## src/rtl/exp_addr_stage.sv

```systemverilog
// Softmax exp unit: LUT address front end.
// Quantises (x - max) to a 6-bit index and captures the LUT word.
module exp_addr_stage #(
    parameter int DATA_W     = 16,
    parameter int FRAC_W     = 8,
    parameter int ADDR_SHIFT = 3,
    parameter int LEN_W      = 8
) (
    input  logic              clk,
    input  logic              reset_n,
    input  logic [LEN_W-1:0]  cfg_len,
    input  logic              in_valid,
    output logic              in_ready,
    input  logic [DATA_W-1:0] in_x,
    output logic [5:0]        lut_addr,
    input  logic [31:0]       lut_exp,
    output logic              out_valid,
    input  logic              out_ready,
    output logic [31:0]       out_exp,
    output logic              out_sat,
    output logic              out_last
);

    // The binary point only sets the meaning of one LUT bin; it
    // must still sit inside the word.
    if (FRAC_W > DATA_W) begin : g_bad_frac_w
    end

    logic              stall;
    logic              accept;
    logic              x_pos;
    logic              q_big;
    logic [DATA_W:0]   mag;
    logic [DATA_W:0]   q;
    logic [5:0]        idx;
    logic              idx_sat;
    logic [LEN_W-1:0]  eff_len;
    logic              elem_last;

    logic              s1_valid_q, s1_valid_d;
    logic [5:0]        lut_addr_q, lut_addr_d;
    logic              s1_sat_q, s1_sat_d;
    logic              s1_last_q, s1_last_d;
    logic              out_valid_q, out_valid_d;
    logic [31:0]       out_exp_q, out_exp_d;
    logic              out_sat_q, out_sat_d;
    logic              out_last_q, out_last_d;
    logic [LEN_W-1:0]  cnt_q, cnt_d;
    logic [LEN_W-1:0]  len_q, len_d;

    assign stall    = out_valid_q && !out_ready;
    assign in_ready = reset_n && !stall;
    assign accept   = in_valid && in_ready;

    // Quantise |x| to a LUT bin, clamping positives and far tails.
    always_comb begin
        mag     = -{in_x[DATA_W-1], in_x};
        q       = mag >> ADDR_SHIFT;
        x_pos   = !in_x[DATA_W-1] && (in_x != '0);
        q_big   = |q[DATA_W:6];
        idx_sat = x_pos || q_big;
        if (x_pos) begin
            idx = 6'd0;
        end else if (q_big) begin
            idx = 6'h3f;
        end else begin
            idx = q[5:0];
        end
    end

    // Element position in the vector; length latched on the first element.
    always_comb begin
        cnt_d   = cnt_q;
        len_d   = len_q;
        eff_len = len_q;
        if (cnt_q == '0) begin
            eff_len = (cfg_len == '0) ? LEN_W'(1) : cfg_len;
        end
        elem_last = (cnt_q == eff_len - LEN_W'(1));
        if (accept) begin
            len_d = eff_len;
            cnt_d = elem_last ? '0 : cnt_q + LEN_W'(1);
        end
    end

    // Stage 1: hold the LUT address while the output is stalled.
    always_comb begin
        s1_valid_d = s1_valid_q;
        lut_addr_d = lut_addr_q;
        s1_sat_d   = s1_sat_q;
        s1_last_d  = s1_last_q;
        if (!stall) begin
            s1_valid_d = accept;
            if (accept) begin
                lut_addr_d = idx;
                s1_sat_d   = idx_sat;
                s1_last_d  = elem_last;
            end
        end
    end

    // Stage 2: capture the LUT word; flags cleared with a bubble.
    always_comb begin
        out_valid_d = out_valid_q;
        out_exp_d   = out_exp_q;
        out_sat_d   = out_sat_q;
        out_last_d  = out_last_q;
        if (!stall) begin
            out_valid_d = s1_valid_q;
            out_exp_d   = lut_exp;
            out_sat_d   = s1_valid_q && s1_sat_q;
            out_last_d  = s1_valid_q && s1_last_q;
        end
    end

    // State update; reset drops everything in flight.
    always_ff @(posedge clk) begin
        if (!reset_n) begin
            s1_valid_q  <= 1'b0;
            lut_addr_q  <= 6'd0;
            s1_sat_q    <= 1'b0;
            s1_last_q   <= 1'b0;
            out_valid_q <= 1'b0;
            out_exp_q   <= 32'd0;
            out_sat_q   <= 1'b0;
            out_last_q  <= 1'b0;
            cnt_q       <= '0;
            len_q       <= LEN_W'(1);
        end else begin
            s1_valid_q  <= s1_valid_d;
            lut_addr_q  <= lut_addr_d;
            s1_sat_q    <= s1_sat_d;
            s1_last_q   <= s1_last_d;
            out_valid_q <= out_valid_d;
            out_exp_q   <= out_exp_d;
            out_sat_q   <= out_sat_d;
            out_last_q  <= out_last_d;
            cnt_q       <= cnt_d;
            len_q       <= len_d;
        end
    end

    assign lut_addr  = lut_addr_q;
    assign out_valid = out_valid_q;
    assign out_exp   = out_exp_q;
    assign out_sat   = out_sat_q;
    assign out_last  = out_last_q;

endmodule

```

## config.mk

```make
export PLATFORM = sky130hd
export DESIGN_NAME = exp_addr_stage
export DESIGN_NICKNAME = d
export VERILOG_FILES = /design/src/rtl/exp_addr_stage.sv
export SDC_FILE = /design/constraint.sdc
export NUM_CORES = 1
export LEC_CHECK = 0
export CAP_MARGIN = 20
export CELL_PAD_IN_SITES_DETAIL_PLACEMENT = 0
export CELL_PAD_IN_SITES_GLOBAL_PLACEMENT = 2
export CORE_MARGIN = 3
export CORE_UTILIZATION = 23
export DETAILED_ROUTE_END_ITERATION = 6
export PLACE_DENSITY = 0.76
export SLEW_MARGIN = 15
export SYNTH_ARGS = -nofsm -noshare
export SYNTH_HDL_FRONTEND = slang
export SYNTH_SLANG_ARGS = --single-unit
```

## constraint.sdc

```tcl
create_clock -name clk -period 2.67 [get_ports clk]
set_input_delay 0.534 -clock clk [delete_from_list [all_inputs] [get_ports clk]]
set_output_delay 0.534 -clock clk [all_outputs]
set_load 0.1 [all_outputs]
```

Word-level counts from Yosys, hierarchy flattened
Index checks and enable logic that the tools add are counted.

word-level totals
  memories kept = 0
  ROM bits = 0
  flip-flop bits (word level) = 60
  latch bits = 0
  bits in writable memories = 0
  output and inout bits = 42

cells by class
  multiplexer cells = 5
  shifts and indexed selects = 0
  bitwise gates (word level) = 1
  add/subtract/negate cells = 3
  $lt $le $gt $ge = 0
  equal/unequal tests = 1
  reductions and logical operators = 15
  div/mod/pow operators = 0
  $mul = 0

operators with widths
  operator                                          count
  2-to-1 mux 8 bit                                  3
  negation 17 bit                                   1
  zero test 8 bit                                   2
  nonzero test 16 bit                               1
  2-to-1 mux 6 bit                                  2
  adder 8 x 1 -> 8 bit, second input constant       1
  equality test 8 bit                               1
  OR reduction 8 bit                                1
  subtractor 8 x 1 -> 8 bit, second input constant  1
  logical AND 1 bit                                 6
  zero test 1 bit                                   3
  AND reduction 2 bit                               1
  logical OR 1 bit                                  1
  NOT 1 bit                                         1

Depth between registers and ports, before layout
  depth in word-level cells = 6
  gate-level depth with buffers = 13
  gate-level depth less buffers = 11

Least setup slack after synthesis
No wires, ideal clock.

  path kind = reg-to-reg
  from = register out_valid_q, in the netlist out_valid
  to = register len_q[3]
  buffers on the path = 2
  data required time = 2.540 ns
  arrival = 2.890 ns
  slack = -0.350 ns
  period minus slack after synthesis = 3.020 ns
  cell stages (with the launch flop) = 8
  setup time = 0.130 ns
  cell sequence = dfxtp_1 -> nand2b_1 -> clkbuf_1 -> and2_1 -> nand2_1 -> nor2_1 -> clkbuf_1 -> o21ai_0

on the way
  cells in the longest elaborated chain, start to end = 4

ends and longest elaborated chain
  item                    RTL line  source
  from (decl)             44        logic out_valid_q, out_valid_d;
  from (signal assigned)  134       out_valid_q <= out_valid_d;
  logical AND 1 bit       51        assign stall = out_valid_q && !out_ready;
  zero test 1 bit         --
  logical AND 1 bit       52        assign in_ready = reset_n && !stall;
  via in_ready            13        output logic in_ready,
  logical AND 1 bit       53        assign accept = in_valid && in_ready;
  to (signal assigned)    139       len_q <= len_d;
  to (decl)               49        logic [LEN_W-1:0] len_q, len_d;

The timed path passes the listed nets, and every way through them passes these cells.
A chain may end at the register's enable or synchronous reset.

Worst setup path after layout
  from = register cnt_q[0]
  to = register cnt_q[0]

on the way
  cells in the longest elaborated chain, start to end = 5
  elaborated cells between the ends (all ways) = 6
  those cells by class = add/sub: 2; eq/ne: 1; mux: 2; reduce/logical: 1

ends and longest elaborated chain
  item                       RTL line  source
  from (decl)                48        logic [LEN_W-1:0] cnt_q, cnt_d;
  from (signal assigned)     138       cnt_q <= cnt_d;
  zero test 8 bit            76        if (cnt_q == '0) begin
  2-to-1 mux 8 bit           76
  subtractor 8 x 1 -> 8 bit  79        elem_last = (cnt_q == eff_len - LEN_W'(1));
  equality test 8 bit        79
  2-to-1 mux 8 bit (*)       82        cnt_d = elem_last ? '0 : cnt_q + LEN_W'(1);

Mark *: on every way between the ends. The rest lies on a longest branch, timed or not.

==> metrics.csv <==
metric,value,unit
"commonest non-fill, non-tap cell in the layout",nand2_1,
number of synthesized flops with an enable pin,0,
syn avg cell area,7.82,µm²
Comb power frac,39.1,%
post-synthesis sequential area ratio,40.1,%
hold slack,0.442,ns
HP Class,reg2reg,
initial core utilization,23.6,%
Worst Path Required,2.88,ns
CP cell instances,inv_4 -> ha_4 -> or4b_4 -> o21ai_1 -> o21a_1 -> ha_2 -> xor2_2 -> a21oi_1 -> nor3b_2 -> and4_4 -> o311ai_1,
Slew HR,67.7,%
CP arrival,2.83,ns
crit path launch type,register,
Port Buffers,101,
initial antenna violation count,0,
clock power share,32.2,%
number of instances on the worst hold path,2,
GR Overflow Total,0,
total of max-cap violations,0,
RSZ-0062 raised after global routing,yes,
gp weighted congestion,0.830,
Nets,582,
first-pass GRT wire length,15600,µm
CTS Sinks,60,
Final min period,2.62,ns
number of global-route vias before repair,3021,
Unique masters post-synth,50,
asr flop ratio synth,0,%
Final ANT Viol Nets,0,
initial DRC count,130,
Yosys reg bits,60,
Die Wd,120,µm
CTS Buf Count,9,
crit-path max FO,5,
via/cell ratio,4.48,
worst hold endpoint,lut_addr[5],
share of layout cells above drive strength 1,24.3,%
Crit path largest cell delay,0.49,ns
slowest CP cell,or4b_4,
"commonest non-fill, non-tap cells in the layout","nand2_1 (103), buf_4 (85), dfxtp_1 (59)",
Max Clk Rate,381,MHz
Worst R2R Start,cnt_q[0],
Ports,102,
Net Sw Power,1.37,mW
row count,41,
setup TNS,0,ns
Main synth FF type,dfxtp_1,
Die Ht,120,µm
final slew viol count,0,
Tcrit/Tclk final,98.2,%
Syn Inst Count,383,
synthesis-to-finish area growth,58.8,%
pin count of the biggest net entering global routing,34,
final instance area,0.00476,mm²
Worst Tran Pin Value,0.485,ns
FF-to-FF setup slack,0.05,ns
routed via count,3111,
sw frac,37.3,%
Post-Syn Nets,447,
Crit Path Class,reg2reg,
die area,0.0144,mm²
Inserted Diodes,0,
crit end category,register,
share of power burned in registers,28.7,%
PwrDens,772,mW/mm²
"Core Util, Final",37.5,%
critical path's top delay family,simple AND/OR/NAND/NOR gates,
Residual DRC,0,
WL per Instance,14.0,µm
Lkg Pwr,1.95,nW
Clock Pin Slew Worst Setup and Hold Paths,0.06,ns
hpwl dp,7160,µm
VDD IR max,0.000286,V
worst clock skew,0.00514,ns
endpoints failing hold,0,
total iterations of the first detailed-routing run,4,
Worst Min Path Start,lut_addr[5],
clk_lat worst skew,0.33,ns
R2R cell count,11,
YS warnings,0,
area of the core,0.0127,mm²
crit path from,cnt_q[0],
Post-CTS Setup Repair Bufs,0,
clock buffer depth,2,
status,"finished, final reports clean",
cell-internal power,2.30,mW
overall routing resource usage,13.6,%
root buffer cell,clkbuf_16,
placed cell areas,0.00439,mm²
Critical path buffers and inverters,1,
Post-Syn Area,0.00300,mm²
hold_buf cts,0,
FF-to-FF End,cnt_q[0],
CTS tree,done,
routed wire length,9700,µm
# H-tree levels,3,
final-report setup violation count,0,
total chip power,3.67,mW
-- what timing repair did --
item / 4_1_cts / 5_1_grt
gates cloned: 0 / 1
endpoints found under the hold margin: 0 / 0
pin swaps: 3 / 6
setup endpoints to repair: 9 / 9
gates resized for setup: 6 / 12
-- power by group through the flow --
stage | sequential (mW) | clock (mW) | combinational (mW)
6_report | 1.05 | 1.18 | 1.44
5_1_grt | 1.07 | 1.25 | 1.54
3_3_place_gp | 1.07 | 0 | 1.32
2_1_floorplan | 1.33 | 0 | 0.599
4_1_cts | 1.05 | 1.21 | 1.35
3_5_place_dp | 1.07 | 0 | 1.32
-- layout make-up --
type / count / area, µm²
well taps: 172 / 215
clock inverters: 5 / 38.8
multi-input cells: 293 / 1750
fillers: 1330 / 7910
flip-flops and latches: 60 / 1200
inverters: 8 / 32.5
repair buffers: 146 / 1250
clock buffers: 11 / 264
-- stage by stage --
stage          worst slack (ns)  std cells
2_1_floorplan            0.0281        383
3_3_place_gp             -0.181        679
3_5_place_dp             -0.298        679
4_1_cts                  0.0277        694
5_1_grt                 -0.0912        695
6_report                 0.0473        695
-- synth_stat cells (2+ instances only) --
| library cell | instances | share of area (%) |
|---|---|---|
| a21boi_0 | 36 | 9.0 |
| and3_1 | 5 | 1.0 |
| dfxtp_1 | 60 | 40 |
| or2_2 | 2 | 0.42 |
| clkbuf_1 | 17 | 2.1 |
| nand2b_1 | 5 | 1.0 |
| nand4_1 | 5 | 1.0 |
| a21oi_1 | 16 | 2.7 |
| o21ai_0 | 18 | 3.0 |
| a31oi_1 | 2 | 0.42 |
| and2_1 | 2 | 0.42 |
| nand2_1 | 103 | 13 |
| nor2_1 | 8 | 1.0 |
| nand3_1 | 9 | 1.5 |
| a211oi_1 | 4 | 1.0 |
| nor3_1 | 8 | 1.3 |
| xor2_1 | 4 | 1.2 |
| ha_1 | 4 | 1.7 |
| buf_1 | 3 | 0.38 |
| xnor2_1 | 10 | 2.9 |
| nor2b_1 | 5 | 1.0 |
| buf_2 | 3 | 0.50 |
| or4_1 | 5 | 1.3 |
| nor4_1 | 4 | 0.84 |
| or3_1 | 6 | 1.3 |
| o21a_1 | 4 | 1.0 |
| inv_1 | 8 | 1.0 |
| a311oi_1 | 2 | 0.58 |
| and4_1 | 3 | 0.88 |
| o21ai_1 | 2 | 0.33 |
-- kinds of logic (layout without fill, tap and decap cells) --
family                     count (synthesis)  count (layout)  synth area share [%]
AOI/OAI and AO/OA                         97              97                  21.9
and+or+nand+nor                          176             177                  27.9
muxes                                      1               1                 0.334
adders and majority gates                  4               4                  1.67
xor gates and xnor gates                  14              14                  4.09
DFF                                       60              60                  40.1
buffers and inverters                     31             170                  4.01
-- routing by layer --
metal	up-vias	share of wire [%]	track usage [%]
met5	-	0	0
met4	0	1.3	3.87
met3	9	6.3	4.05
met2	76	48	21.9
met1	1424	45	17.8
li1	1602	-	-
-- worst reg2reg max path, cell delays in order, from the launching register on --
cell	delay (ns)
dfxtp_4	0.35
inv_4	0.06
ha_4	0.13
or4b_4	0.49
o21ai_1	0.23
o21a_1	0.19
ha_2	0.22
xor2_2	0.15
a21oi_1	0.07
nor3b_2	0.23
and4_4	0.30
o311ai_1	0.09
-- worst max-delay path by stage --
| stage | slack (ns) | endpoint | cells past startpoint |
|---|---|---|---|
| floorplan | 0.03 | s1_last_q | 13 |
| global placement | -0.18 | cnt_q[3] | 8 |
| detailed placement | -0.30 | cnt_q[0] | 11 |
| CTS | 0.03 | cnt_q[1] | 11 |
| global route | -0.09 | cnt_q[0] | 11 |
| finish | 0.05 | cnt_q[0] | 11 |
-- state kept, by name (all words and copies together), names as in the netlist --
register	flops
cnt_q	8
len_q	8
lut_addr	6
out_exp	32
out_last	1
out_sat	1
out_valid	1
s1_last_q	1
s1_sat_q	1
s1_valid_q	1
No activity file was read; power rests on OpenSTA's default activity.
==> edit 1 (same flow settings) <==
`lut_addr_q` no longer has a reset.
--- a/src/rtl/exp_addr_stage.sv
+++ b/src/rtl/exp_addr_stage.sv
@@ -117,7 +117,6 @@
     always_ff @(posedge clk) begin
         if (!reset_n) begin
             s1_valid_q  <= 1'b0;
-            lut_addr_q  <= 6'd0;
             s1_sat_q    <= 1'b0;
             s1_last_q   <= 1'b0;
             out_valid_q <= 1'b0;
@@ -128,7 +127,6 @@
             len_q       <= LEN_W'(1);
         end else begin
             s1_valid_q  <= s1_valid_d;
-            lut_addr_q  <= lut_addr_d;
             s1_sat_q    <= s1_sat_d;
             s1_last_q   <= s1_last_d;
             out_valid_q <= out_valid_d;
@@ -140,6 +138,10 @@
         end
     end
 
+    always_ff @(posedge clk) begin
+        lut_addr_q <= lut_addr_d;
+    end
+
     assign lut_addr  = lut_addr_q;
     assign out_valid = out_valid_q;
     assign out_exp   = out_exp_q;
Function: differs if reset_n is asserted again (counterexample within 4 cycles, from zero or initial values and one cycle with reset_n low); with reset_n held inactive, the same outputs for 10 cycles.
==> edit 1 against the original RTL <==
Final area up 0.87%. Sequential cell count unchanged. Clock power is 6% lower. Synthesized area increased by 2.8%. Power is 6.5% lower. Clock skew grew 0.00064 ns. Setup slack got worse by 0.030 ns. Sequential share of layout area increased by 1.0 points. First-iteration DRC count up 4.6%. Hold slack better by 0.017 ns. Wire length down 3.6%. Critical path type unchanged.
==> edit 1: results (changes against the original RTL) <==
Status
  • Status: finished clean

Final layout
  • Final #Nets: 559 (-4.0%)
  • Non-clock buffer total of the final layout: 145 (-0.68%)
  • Clk tree area frac: 5.92% (-0.45 points)
  • # clk buffers: 10 (-1)
  • Fraction of area in multi-input gates: 36.3% (-0.42 points)
  • Non-clock inverter total of the final layout: 9 (+1)
  • Layout cells sized above 1: 25.6% (+1.3 points)
  • Fillers: 1,322 (-0.60%)
  • Final non-clock buffer share: 26.3% (-0.12 points)
  • Multi-In Gates: 270 (-7.8%)

Route
  • Detailed Route WL: 9350 um (-3.6%)
  • Metal-1 WL: 4010 um (-7.8%)
  • Uppermost routed layer: met4
  • Vias per cell: 4.50 (+0.53%)
  • Met3 wire length: 490 um (-20%)
  • Initial DRC count: 136 (+4.6%)
  • DR vias: 3,024 (-2.8%)
  • Routed wl met2: 4740 um (+2.7%)

Placement
  • HPWL Detailed: 6910 um (-3.5%)
  • Number of placed instances with taps included: 653 (-3.8%)
  • Dpl ws: -0.390 ns (-0.0921 ns)
  • GPL Wtd Cong: 0.815 (-1.8%)

Worst setup path
  • Reg2reg setup slack: 0.02 ns (-0.03 ns)
  • CP max stage delay: 0.53 ns (+0.04 ns)
  • Critical path data arrival time: 2.85 ns (+0.02 ns)
  • Worst r2r path cells: 10 (-1)

GRT
  • Met2 Usage GRT: 21.8% (-0.087 points)
  • Total track usage: 12.6% (-1.0 points)
  • Largest net degree at the start of global routing: 36 (+5.9%)
  • Routing usage on met3: 3.81% (-0.25 points)
  • Global-route wire length before repair: 14,900 um (-4.7%)
  • M1 GR Usage: 14.9% (-2.9 points)

Hold path
  • Startpoint of the worst hold path: out_exp[20]$_SDFFE_PN0N_
  • WHS Endpoint: out_exp[20]$_SDFFE_PN0N_

Synth
  • Syn avg cell area: 8.51 um^2 (+8.8%)
  • Synth top cells by count: nand2_1, dfxtp_1, a21boi_0
  • EDFF count, synth: 6 (+6)
  • Post-synth cell types: 52 (+4.0%)
  • Top_reg_cell synth: dfxtp_1
  • Sequential area share after synthesis: 41.0% (+0.86 points)
  • Synth area leaders: dfxtp_1, nand2_1, a21boi_0

Power and ir drop
  • Static Leak: 1.96 nW (+0.57%)
  • Internal cell power: 0.00225 W (-2.1%)
  • Net Sw Frac: 34.3% (-3.0 points)
  • Max IR drop VDD: 334 uV (+17%)
  • Sequential share of power: 30.3% (+1.6 points)

Clocking
  • Setup Buffers After CTS: 1 (+1)
  • Post-cts sizing count: 12 (+6)

STA
  • Worst Skew: 0.00577 ns (+0.000638 ns)
  • Worst Max-Slew Pin Slew: 0.546 ns (+0.0610 ns)
  • Fmax: 0.377 GHz (-1.1%)
-- edit 1: cells by family (layout without fill, tap and decap cells) --
logic type                 after synthesis  after routing  share of synthesized area (%)
DFF                                     60             60                           41.0
AOI/OAI and AO/OA                       90             90                           21.0
and+or+nand+nor                        153            153                           23.9
buffers and inverters                   32            170                           5.93
xor gates and xnor gates                20             20                           5.69
adders and majority gates                4              4                           1.63
muxes                                    3              3                          0.975
-- edit 1: through the flow --
| stage | hold slack, ns | setup TNS [ns] | area [um^2] | util (%) |
|---|---|---|---|---|
| after floorplan | 0.449 | 0 | 3090 | - |
| after global placement | 0.449 | -3.35 | 4390 | 34.1 |
| after detailed placement | 0.458 | -4.25 | 4390 | 34.1 |
| after CTS | 0.465 | -0.0106 | 4730 | 36.8 |
| after global routing | 0.484 | -0.702 | 4800 | 37.3 |
| final | 0.460 | 0 | 4800 | 37.3 |
==> edit 2 (config.mk and constraints unchanged) <==
Without the edit above. `LEN_W`: 8 -> 16.
--- a/src/rtl/exp_addr_stage.sv
+++ b/src/rtl/exp_addr_stage.sv
@@ -4,7 +4,7 @@
     parameter int DATA_W     = 16,
     parameter int FRAC_W     = 8,
     parameter int ADDR_SHIFT = 3,
-    parameter int LEN_W      = 8
+    parameter int LEN_W      = 16
 ) (
     input  logic              clk,
     input  logic              reset_n,
Ports: changed (resized cfg_len); port bits go from 102 to 110. The function was not compared with the original's and may differ.
==> edit 2 against the original RTL <==
The run now ends with negative setup slack left. Sequential cell count rose by 16. Wire length rose by 61%. Power fell by 2.2%. Setup slack got worse by 0.72 ns. Critical path type unchanged. Via count rose by 54%. Non-clock buffer count rose by 74. Critical endpoint unchanged. Final area rose by 46%. Synthesized area rose by 50%.
==> edit 2: results (changes against the original RTL) <==
Status
  • Status: finished with violations
  • Failing checks: negative setup slack

Clocking
  • Cts bufs inserted: 9 (unchanged)
  • Setup Buffers After CTS: 9 (+9)
  • Post-cts sizing count: 34 (+28)

Synth
  • Syn_nets: 636 (+42%)
  • Synth top cells by count: nand2_1, dfxtp_1, a21boi_0
  • Sequential area share after synthesis: 33.8% (-6.3 points)
  • Synth area leaders: dfxtp_1, nand2_1, a21boi_0
  • Post-synth cell types: 62 (+24%)
  • Syn avg cell area: 7.98 um^2 (+2.0%)

STA
  • Relative slew slack: 62.8% (-4.8 points)
  • Final worst slack: -0.673 ns (-0.720 ns)
  • Finish-stage setup viols: 17 (+17)
  • Worst Skew: 0.00516 ns (+0.0000208 ns)

GRT
  • Met2 Usage GRT: 23.4% (+1.5 points)
  • Global-route wire length before repair: 24,900 um (+60%)
  • M1 GR Usage: 17.8% (+0.026 points)
  • Largest net degree at the start of global routing: 38 (+12%)
  • Routing usage on met3: 5.17% (+1.1 points)
  • Total track usage: 14.4% (+0.79 points)
  • Number of global-route vias before repair: 4,834 (+60%)

Power and ir drop
  • Static Leak: 2.83 nW (+45%)
  • Max IR drop VDD: 340 uV (+19%)

Final layout
  • Fillers: 1,961 (+47%)
  • Layout cells sized above 1: 29.8% (+5.5 points)
  • Final #Nets: 827 (+42%)
  • Antenna Cells: 0 (unchanged)

Route
  • WL/cell: 15.3 um (+9.5%)
  • Routed wl met2: 7250 um (+57%)
  • Vias per cell: 4.70 (+4.9%)
  • Met3 wire length: 1110 um (+81%)
  • Metal-1 WL: 6930 um (+59%)
  • Uppermost routed layer: met4
  • Detailed Route WL: 15,600 um (+61%)

Placement
  • HPWL Detailed: 11,700 um (+64%)
  • GPL Wtd Cong: 0.913 (+10%)
  • IO buf count: 109 (+7.9%)
  • Number of placed instances with taps included: 991 (+46%)

Worst setup path
  • Crit-path slowest cell: or4_4
  • Critical path data arrival time: 3.58 ns (+0.75 ns)
  • Crit Path Max Fanout: 8 (+3)
  • CP max stage delay: 0.57 ns (+0.08 ns)
## edit 2: cell count changes in the layout (fill, tap and decap cells not counted), sizes merged, moves of 15 or more
cell	change
buf	+69
dfxtp	+16
nor2	+35
nor3	+15
xnor2	+15
## edit 2: power breakdown
part	switching [W]	leakage (nW)	internal (W)
sequential	0.0000442	0.627	0.00120
combinational	0.000702	2.07	0.000481
clock	0.000510	0.131	0.000653
total	0.00126	2.83	0.00234
## edit 2: stage by stage
stage          cell area [um^2]  setup TNS [ns]  total power (W)  setup slack, ns
2_1_floorplan              4560          -15.61          0.00196           -0.919
3_3_place_gp               6410          -20.23          0.00239           -0.967
3_5_place_dp               6410          -21.79          0.00240            -1.03
4_1_cts                    6860          -12.31          0.00362           -0.689
5_1_grt                    6950          -15.11          0.00378           -0.845
6_report                   6950          -11.07          0.00359           -0.673
## edit 2: layout make-up
| type | instances | area (um^2) | share of cell area (%) |
|---|---|---|---|
| clock buffers | 10 | 239 | 3.44 |
| clock inverters | 5 | 37.5 | 0.540 |
| inverters | 12 | 45.0 | 0.648 |
| multi-input cells | 436 | 2910 | 41.9 |
| flip-flops and latches | 76 | 1520 | 21.9 |
| well taps | 260 | 325 | 4.68 |
| repair buffers | 220 | 1870 | 26.9 |
## edit 2: worst reg2reg max path, stage by stage, from the launching register on
cell and delay, ns:
dfxtp_1 0.31, or4_4 0.57, buf_6 0.16, nor4_4 0.31
o211ai_1 0.12, o21ai_1 0.16, ha_2 0.26, inv_2 0.06
o21a_1 0.20, a2111oi_4 0.21, o221ai_2 0.18, nor4_4 0.33
buf_4 0.18, clkbuf_16 0.16, nor2_2 0.04
## edit 2: final timing paths
check                           startpoint                  endpoint  cells past startpoint  slack, ns
setup reg to reg    cnt_q[14]$_SDFFE_PN0P_     cnt_q[0]$_SDFFE_PN0P_                     14      -0.67
hold / removal    lut_addr[5]$_SDFFE_PN0P_  lut_addr[5]$_SDFFE_PN0P_                      2       0.45
hold reg to reg   lut_addr[5]$_SDFFE_PN0P_  lut_addr[5]$_SDFFE_PN0P_                      2       0.45
setup / recovery    cnt_q[14]$_SDFFE_PN0P_     cnt_q[0]$_SDFFE_PN0P_                     14      -0.67
## edit 2: logic make-up (layout without fill, tap and decap cells)
| group | count (synthesis) | count (layout) | share of synthesized area (%) |
|---|---|---|---|
| XOR/XNOR | 32 | 32 | 6.23 |
| AO/OA/AOI/OAI | 111 | 111 | 18.7 |
| multiplexers | 14 | 14 | 3.56 |
| buffers and inverters | 52 | 247 | 5.59 |
| AND/OR/NAND/NOR | 275 | 275 | 31.0 |
| flip-flops | 76 | 76 | 33.8 |
| adder cells (fa/ha/maj) | 4 | 4 | 1.11 |
